--- src/rtl/kb_pkg.sv ---
// Shared constants, types and helpers for the PS/2 set-2 scan-code decoder.
package kb_pkg;

   // Prefix bytes of the set-2 protocol
   localparam logic [7:0] SC_E0 = 8'hE0;
   localparam logic [7:0] SC_E1 = 8'hE1;
   localparam logic [7:0] SC_F0 = 8'hF0;

   // Modifier scan codes (left/right variants map to the same modifier bit)
   localparam logic [7:0] SC_LSHIFT = 8'h12;
   localparam logic [7:0] SC_RSHIFT = 8'h59;
   localparam logic [7:0] SC_CTRL   = 8'h14;
   localparam logic [7:0] SC_ALT    = 8'h11;
   localparam logic [7:0] SC_LGUI   = 8'h1F;
   localparam logic [7:0] SC_RGUI   = 8'h27;

   // Bit positions inside the 4-bit modifier vector {gui, alt, ctrl, shift}
   localparam int MOD_SHIFT = 0;
   localparam int MOD_CTRL  = 1;
   localparam int MOD_ALT   = 2;
   localparam int MOD_GUI   = 3;

   // Event word layout {ext, brk, mods[3:0], code[7:0]}
   localparam int EV_CODE_LSB = 0;
   localparam int EV_MODS_LSB = 8;
   localparam int EV_BRK_BIT  = 12;
   localparam int EV_EXT_BIT  = 13;
   localparam int EV_W        = 14;

   // Bytes following E1 that belong to the Pause sequence
   localparam logic [2:0] PAUSE_SKIP = 3'd7;

   typedef enum logic [2:0] {
      ST_IDLE,
      ST_EXT,
      ST_BRK,
      ST_EXT_BRK,
      ST_PAUSE
   } dec_state_t;

   // One-hot modifier bit touched by a key, or zero for ordinary keys
   function automatic logic [3:0] mod_mask(input logic ext, input logic [7:0] code);
      logic [3:0] m;
      m = '0;
      if (!ext && (code == SC_LSHIFT || code == SC_RSHIFT)) m[MOD_SHIFT] = 1'b1;
      if (code == SC_CTRL)                                  m[MOD_CTRL]  = 1'b1;
      if (code == SC_ALT)                                   m[MOD_ALT]   = 1'b1;
      if (ext && (code == SC_LGUI || code == SC_RGUI))      m[MOD_GUI]   = 1'b1;
      return m;
   endfunction

   // E0 12 / E0 59 are synthetic shifts the keyboard wraps around some keys
   function automatic logic is_fake_shift(input logic ext, input logic [7:0] code);
      return ext && (code == SC_LSHIFT || code == SC_RSHIFT);
   endfunction

endpackage

--- src/rtl/kb_event_fifo.sv ---
// First-word-fall-through event FIFO with occupancy count and sticky overflow.
module kb_event_fifo #(
   parameter int WIDTH = 14,
   parameter int DEPTH = 8
) (
   input  logic                     clk,
   input  logic                     rst,
   input  logic                     wr_en,
   input  logic [WIDTH-1:0]         wr_data,
   input  logic                     rd_en,
   output logic [WIDTH-1:0]         rd_data,
   output logic                     empty,
   output logic [$clog2(DEPTH):0]   count,
   output logic                     ovf
);

   localparam int AW = $clog2(DEPTH);
   localparam logic [AW:0] FULL_CNT = (AW+1)'(DEPTH);

   logic [WIDTH-1:0] mem [DEPTH];
   logic [AW-1:0]    wr_ptr;
   logic [AW-1:0]    rd_ptr;
   logic [AW:0]      cnt;
   logic             full;
   logic             rd_ok;
   logic             wr_ok;

   assign empty = (cnt == '0);
   assign full  = (cnt == FULL_CNT);
   assign rd_ok = rd_en && !empty;
   // A full FIFO still accepts a write when the head is popped in the same cycle
   assign wr_ok = wr_en && (!full || rd_en);

   assign count   = cnt;
   assign rd_data = empty ? '0 : mem[rd_ptr];

   // Pointer, occupancy and overflow bookkeeping; pointers wrap at DEPTH
   always_ff @(posedge clk) begin
      // NOTE: sequential state uses non-blocking assignments so every flop samples pre-edge values.
      if (rst) begin
         wr_ptr <= '0;
         rd_ptr <= '0;
         cnt    <= '0;
         ovf    <= 1'b0;
      end else begin
         if (wr_ok) wr_ptr <= wr_ptr + 1'b1;
         if (rd_ok) rd_ptr <= rd_ptr + 1'b1;
         case ({wr_ok, rd_ok})
            2'b10:   cnt <= cnt + 1'b1;
            2'b01:   cnt <= cnt - 1'b1;
            default: cnt <= cnt;
         endcase
         if (wr_en && !wr_ok) ovf <= 1'b1;
      end
   end

   // Storage array write port
   always_ff @(posedge clk) begin
      // NOTE: the array is not reset; empty gates rd_data, so stale contents are never visible.
      if (wr_ok) mem[wr_ptr] <= wr_data;
   end

endmodule

--- src/rtl/kb_scan_decoder.sv ---
// PS/2 set-2 scan-code decoder: turns byte streams into make/break events,
// tracks live modifier state, optionally filters typematic repeats, and
// queues events in a FWFT FIFO.
module kb_scan_decoder
   import kb_pkg::*;
#(
   parameter int FIFO_DEPTH    = 8,
   parameter bit EMIT_BREAKS   = 1'b1,
   parameter bit EMIT_MODS     = 1'b0,
   parameter bit FILTER_REPEAT = 1'b1
) (
   input  logic                          clk,
   input  logic                          rst,
   input  logic                          rx_done_tick,
   input  logic [7:0]                    din,
   input  logic                          rd_en,
   output logic [EV_W-1:0]               rd_data,
   output logic                          empty,
   output logic [$clog2(FIFO_DEPTH):0]   count,
   output logic                          ovf,
   output logic [3:0]                    mods
);

   dec_state_t       state, state_n;
   logic [2:0]       skip, skip_n;
   logic [3:0]       mods_q, mods_n;
   logic             flt_valid, flt_valid_n;
   logic [8:0]       flt_key, flt_key_n;
   logic             ev_valid, ev_valid_n;
   logic [EV_W-1:0]  ev_data, ev_data_n;

   logic             key_done;
   logic             key_ext;
   logic             key_brk;
   logic             pause_done;
   logic [3:0]       key_mask;
   logic             key_held;

   assign mods = mods_q;

   // Decoder state, modifier/filter state and the one-deep event register
   always_ff @(posedge clk) begin
      if (rst) begin
         state     <= ST_IDLE;
         skip      <= '0;
         mods_q    <= '0;
         flt_valid <= 1'b0;
         flt_key   <= '0;
         ev_valid  <= 1'b0;
         ev_data   <= '0;
      end else begin
         state     <= state_n;
         skip      <= skip_n;
         mods_q    <= mods_n;
         flt_valid <= flt_valid_n;
         flt_key   <= flt_key_n;
         ev_valid  <= ev_valid_n;
         ev_data   <= ev_data_n;
      end
   end

   // Next-state, key completion, modifier update, repeat filter and event build
   always_comb begin
      // NOTE: every signal gets a default up front so no path leaves one unassigned (no latches).
      state_n     = state;
      skip_n      = skip;
      mods_n      = mods_q;
      flt_valid_n = flt_valid;
      flt_key_n   = flt_key;
      ev_valid_n  = 1'b0;
      ev_data_n   = '0;
      key_done    = 1'b0;
      key_ext     = 1'b0;
      key_brk     = 1'b0;
      pause_done  = 1'b0;

      if (rx_done_tick) begin
         case (state)
            ST_IDLE: begin
               if (din == SC_E0) begin
                  state_n = ST_EXT;
               end else if (din == SC_F0) begin
                  state_n = ST_BRK;
               end else if (din == SC_E1) begin
                  state_n = ST_PAUSE;
                  skip_n  = PAUSE_SKIP;
               end else begin
                  key_done = 1'b1;
               end
            end
            ST_EXT: begin
               if (din == SC_F0) begin
                  state_n = ST_EXT_BRK;
               end else begin
                  key_done = 1'b1;
                  key_ext  = 1'b1;
                  state_n  = ST_IDLE;
               end
            end
            ST_BRK: begin
               key_done = 1'b1;
               key_brk  = 1'b1;
               state_n  = ST_IDLE;
            end
            ST_EXT_BRK: begin
               key_done = 1'b1;
               key_ext  = 1'b1;
               key_brk  = 1'b1;
               state_n  = ST_IDLE;
            end
            ST_PAUSE: begin
               // The last of the trailing bytes completes the Pause key
               if (skip <= 3'd1) begin
                  pause_done = 1'b1;
                  skip_n     = '0;
                  state_n    = ST_IDLE;
               end else begin
                  skip_n = skip - 3'd1;
               end
            end
            default: state_n = ST_IDLE;
         endcase
      end

      key_mask = mod_mask(key_ext, din);
      key_held = flt_valid && (flt_key == {key_ext, din});

      // Events carry the modifier state as it was before this byte
      ev_data_n[EV_EXT_BIT]          = key_ext;
      ev_data_n[EV_BRK_BIT]          = key_brk;
      ev_data_n[EV_MODS_LSB +: 4]    = mods_q;
      ev_data_n[EV_CODE_LSB +: 8]    = din;

      if (key_done && !is_fake_shift(key_ext, din)) begin
         if (!key_brk) begin
            mods_n = mods_q | key_mask;
            if (!(FILTER_REPEAT && key_held)) begin
               flt_valid_n = 1'b1;
               flt_key_n   = {key_ext, din};
               ev_valid_n  = (key_mask == 4'd0) || EMIT_MODS;
            end
         end else begin
            mods_n = mods_q & ~key_mask;
            if (key_held) flt_valid_n = 1'b0;
            ev_valid_n = EMIT_BREAKS && ((key_mask == 4'd0) || EMIT_MODS);
         end
      end

      // Pause has no break code, so it always emits and re-arms the filter
      if (pause_done) begin
         ev_valid_n                  = 1'b1;
         ev_data_n[EV_EXT_BIT]       = 1'b0;
         ev_data_n[EV_BRK_BIT]       = 1'b0;
         ev_data_n[EV_CODE_LSB +: 8] = SC_E1;
         flt_valid_n                 = 1'b0;
      end
   end

   kb_event_fifo #(
      .WIDTH (EV_W),
      .DEPTH (FIFO_DEPTH)
   ) u_fifo (
      .clk     (clk),
      .rst     (rst),
      .wr_en   (ev_valid),
      .wr_data (ev_data),
      .rd_en   (rd_en),
      .rd_data (rd_data),
      .empty   (empty),
      .count   (count),
      .ovf     (ovf)
   );

endmodule

--- config.mk ---
export PLATFORM = sky130hd
export DESIGN_NAME = kb_scan_decoder
export DESIGN_NICKNAME = d
export VERILOG_FILES = /design/src/rtl/kb_pkg.sv /design/src/rtl/kb_event_fifo.sv /design/src/rtl/kb_scan_decoder.sv
export SDC_FILE = /design/constraint.sdc
export NUM_CORES = 1
export LEC_CHECK = 0
export ABC_CLOCK_PERIOD_IN_PS = 2900
export BUFFER_PORTS_ARGS = -buffer_cell sky130_fd_sc_hd__buf_2
export CORE_ASPECT_RATIO = 1.5
export CORE_MARGIN = 5
export CORE_UTILIZATION = 60
export CTS_CLUSTER_DIAMETER = 80
export DETAILED_ROUTE_END_ITERATION = 8
export PLACE_DENSITY = 0.77
export SLEW_MARGIN = 20
export SYNTH_ARGS = -nofsm -noshare
export SYNTH_HDL_FRONTEND = slang
export SYNTH_SLANG_ARGS = --single-unit
--- constraint.sdc ---
create_clock -name clk -period 2.9 [get_ports clk]
set_input_delay 0.58 -clock clk [delete_from_list [all_inputs] [get_ports clk]]
set_output_delay 0.58 -clock clk [all_outputs]
set_load 0.03 [all_outputs]
==> results.txt <==
Fraction of synthesis flops using an asynchronous set or reset pin = 0%
Mapped cell area = 6566 µm²
Worst-path fanout max = 28
Number of global-route vias before repair = 3866
Sequential-to-total area share from yosys stat = 66.16%
Wirelength, routed = 12190 µm
Power per cell area = 829.2 nW/µm²
Average instance area after synthesis = 14.96 µm²
Total global-route track usage = 20.00%
Synthesis Warnings = 0
Clk sink count = 161
Final nets = 500
CTS buffer count = 17
Hold-fix buffers, CTS = 0
Last weighted congestion value of the routability-driven placer = 0.8492
Number of post-CTS setup repair buffers = 0
Top-level I/O count = 36
Number of vias in the routed layout = 3704
Number of register bits inferred by synthesis = 161
Drt initial violations = 215
Number of gates resized after cts = 0
CTS tree = yes
Distinct cells, synth = 57
Layout cells sized above 1 = 24.34%
CP Data Required Time = 2.32 ns
Highest ir drop seen on vdd = 702.9 µV
Footprint of the multi-input gates = 2048 µm²
Ranking of synthesized cells by area = sky130_fd_sc_hd__edfxtp_1 51%, sky130_fd_sc_hd__dfxtp_1 15%, sky130_fd_sc_hd__mux4_2 9.6%
Total negative slack for setup checks = 0 ns
Initial antenna violation count = 0
Kind of launch point of the worst setup path = flip-flop
Reg-to-reg critical path startpoint = u_fifo.count[0]
Final-report setup violation count = 0
Die width = 95.42 µm
H-tree depth reported by CTS = 4
Result of the run = completed
Final cell area excluding filler cells = 7485 µm²
Clock insertion delay at the later pin of the skew report = 0.41 ns
Top achievable clock speed = 0.3894 GHz
Final period demand of the worst path = 2.568 ns
Buffers added on ports = 35
Final worst setup slack = 0.3322 ns
Final setup skew = 0.008420 ns
Leakage power = 0.002619 µW
Longest individual stage delay on the worst path = 0.54 ns
Setup crit end kind = primary output
Setup repair after global routing missed its margin = no
Root cell of the clock tree = sky130_fd_sc_hd__clkbuf_16
Pin count of the biggest net entering global routing = 34
Register clock-pin slew on the reported worst setup and hold paths = 0.06 ns
Vertical extent of the die = 138.1 µm
Minimum setup slack after placement = 0.2995 ns
Primary FF master, synth = sky130_fd_sc_hd__edfxtp_1
Buffer depth of the longest clock path = 2
Highest-count cells in the layout ignoring fill and taps = 112 x sky130_fd_sc_hd__edfxtp_1, 63 x sky130_fd_sc_hd__nor2_1, 48 x sky130_fd_sc_hd__dfxtp_1
Critical path cell sequence = buf_12 > mux4_2 > mux2i_1 > nor2_1 > buf_2
Number of inserted filler cells in the final layout = 696
Maxcap violations = 0
Area of the core region = 10650 µm²
Floorplan die area = 13180 µm²
Detailed-placement wirelength estimate = 7698 µm
Remaining antenna violation count = 0
Floorplan row count = 46
Total congestion overflow = 0
Wire length of the first global-routing pass = 19600 µm
First-pass iteration count of the detailed router = 4
Post-synthesis net count = 459
Dominant cell type by area after synthesis = sky130_fd_sc_hd__edfxtp_1
Slew of the pin with the lowest slew margin = 0.6296 ns
Via/cell ratio = 5.815
Path type of the worst setup path = flip-flop to primary output
Cell count after synthesis = 439
Min-Delay Path Class = flip-flop to flip-flop
Number of buffers and inverters on the critical path = 2
Layout overhead on the synthesized area = 13.99%
Number of diodes added for antenna fixing = 0
Sequential cell area = 4345 µm²
Ratio of final minimum period to clock period = 88.54%
Post-synth EDFFs = 112
Crit path arrival time = 1.99 ns
Post-placement cell area = 6923 µm²
Most common cell after layout, fill and taps aside = sky130_fd_sc_hd__edfxtp_1
Origin of the worst min-delay path = u_fifo.ovf
Drt wl/cell = 19.14 µm
Number of design rule violations left after detail routing = 0
Cell type of the slowest stage on the worst timing path = sky130_fd_sc_hd__mux4_2
Endpoints failing hold = 0
CP delay by family, top = multiplexers
Initial core utilization = 61.67%
Max-slew violations = 0
Top-area cell type share of the netlist area = 51.22%
Relative slew slack = 58.03%
state kept, by name (all words and copies together), names as in the netlist, 3 cells and up, named ones only:
signal and flops:
ev_data 14, flt_key 9, skip 3, state 3, u_fifo.count 4, u_fifo.mem 112
u_fifo.rd_ptr 3, u_fifo.wr_ptr 3
worst paths after layout:
| path | slack, ns | cells after the start | to |
|---|---|---|---|
| worst min register to register | 0.48 | 2 | u_fifo.ovf |
| worst min-delay path | 0.48 | 2 | u_fifo.ovf |
| worst max register to register | 0.47 | 10 | u_fifo.count[3] |
| worst max-delay path | 0.33 | 5 | rd_data[13] |
tightest hold or removal path: stages (launching register included):
cell	delay (ns)
sky130_fd_sc_hd__dfxtp_1	0.33
sky130_fd_sc_hd__a41oi_1	0.05
sky130_fd_sc_hd__nor2_1	0.07
report_power, final:
part           total [µW]  internal, µW  switching, µW
Combinational        1510           591            917
Sequential           2610          2520           81.8
Clock                2090          1190            901
final cells by class:
type / count / share of cell area [%]
clock inverter: 14 / 1.772
tap: 144 / 2.407
timing repair buffer: 50 / 4.012
inverter: 13 / 0.6520
multi-input combinational: 237 / 27.37
sequential: 161 / 58.06
clock buffer: 18 / 5.734
layer usage:
| layer | vias to the layer above | track usage [%] | share of wire [%] |
|---|---|---|---|
| li1 | 1722 | - | - |
| met1 | 1868 | 23.33 | 38 |
| met2 | 99 | 34.85 | 55 |
| met3 | 15 | 5.809 | 4.6 |
| met4 | 0 | 6.597 | 1.6 |
| met5 | - | 0 | 0 |
cell usage after synthesis, drive strengths merged (3+ instances only):
| master | instances |
|---|---|
| mux2i | 25 |
| inv | 13 |
| nor2 | 63 |
| xnor2 | 11 |
| clkbuf | 12 |
| nor3 | 12 |
| nor4b | 3 |
| a21oi | 10 |
| nand2b | 4 |
| nor2b | 6 |
| edfxtp | 112 |
| ha | 7 |
| mux4 | 28 |
| o21ai | 6 |
| dfxtp | 49 |
| xor2 | 5 |
| nand3 | 3 |
| nand2 | 15 |
| buf | 16 |
cells by family (layout without fill, tap and decap cells):
family / after synthesis / count (layout) / synth area share [%]
AOI/OAI and AO/OA: 38 / 38 / 4.516
xor gates and xnor gates: 16 / 16 / 2.134
adders and majority gates: 8 / 8 / 1.639
buffers and inverters: 41 / 95 / 2.934
DFF: 161 / 161 / 66.16
muxes: 54 / 54 / 13.59
and+or+nand+nor: 121 / 121 / 9.032
metrics by stage:
step                utilization (%)  hold slack (ns)  instances  total power (µW)
global route                  70.29           0.4999        637              6489
detailed placement            65.02           0.4691        605              4188
global placement              65.02           0.4647        605              4164
floorplan                         -           0.4312        439              3760
finish                        70.29           0.4845        637              6206
CTS                           70.29           0.4853        637              6269
No activity file was read; power rests on OpenSTA's default activity.
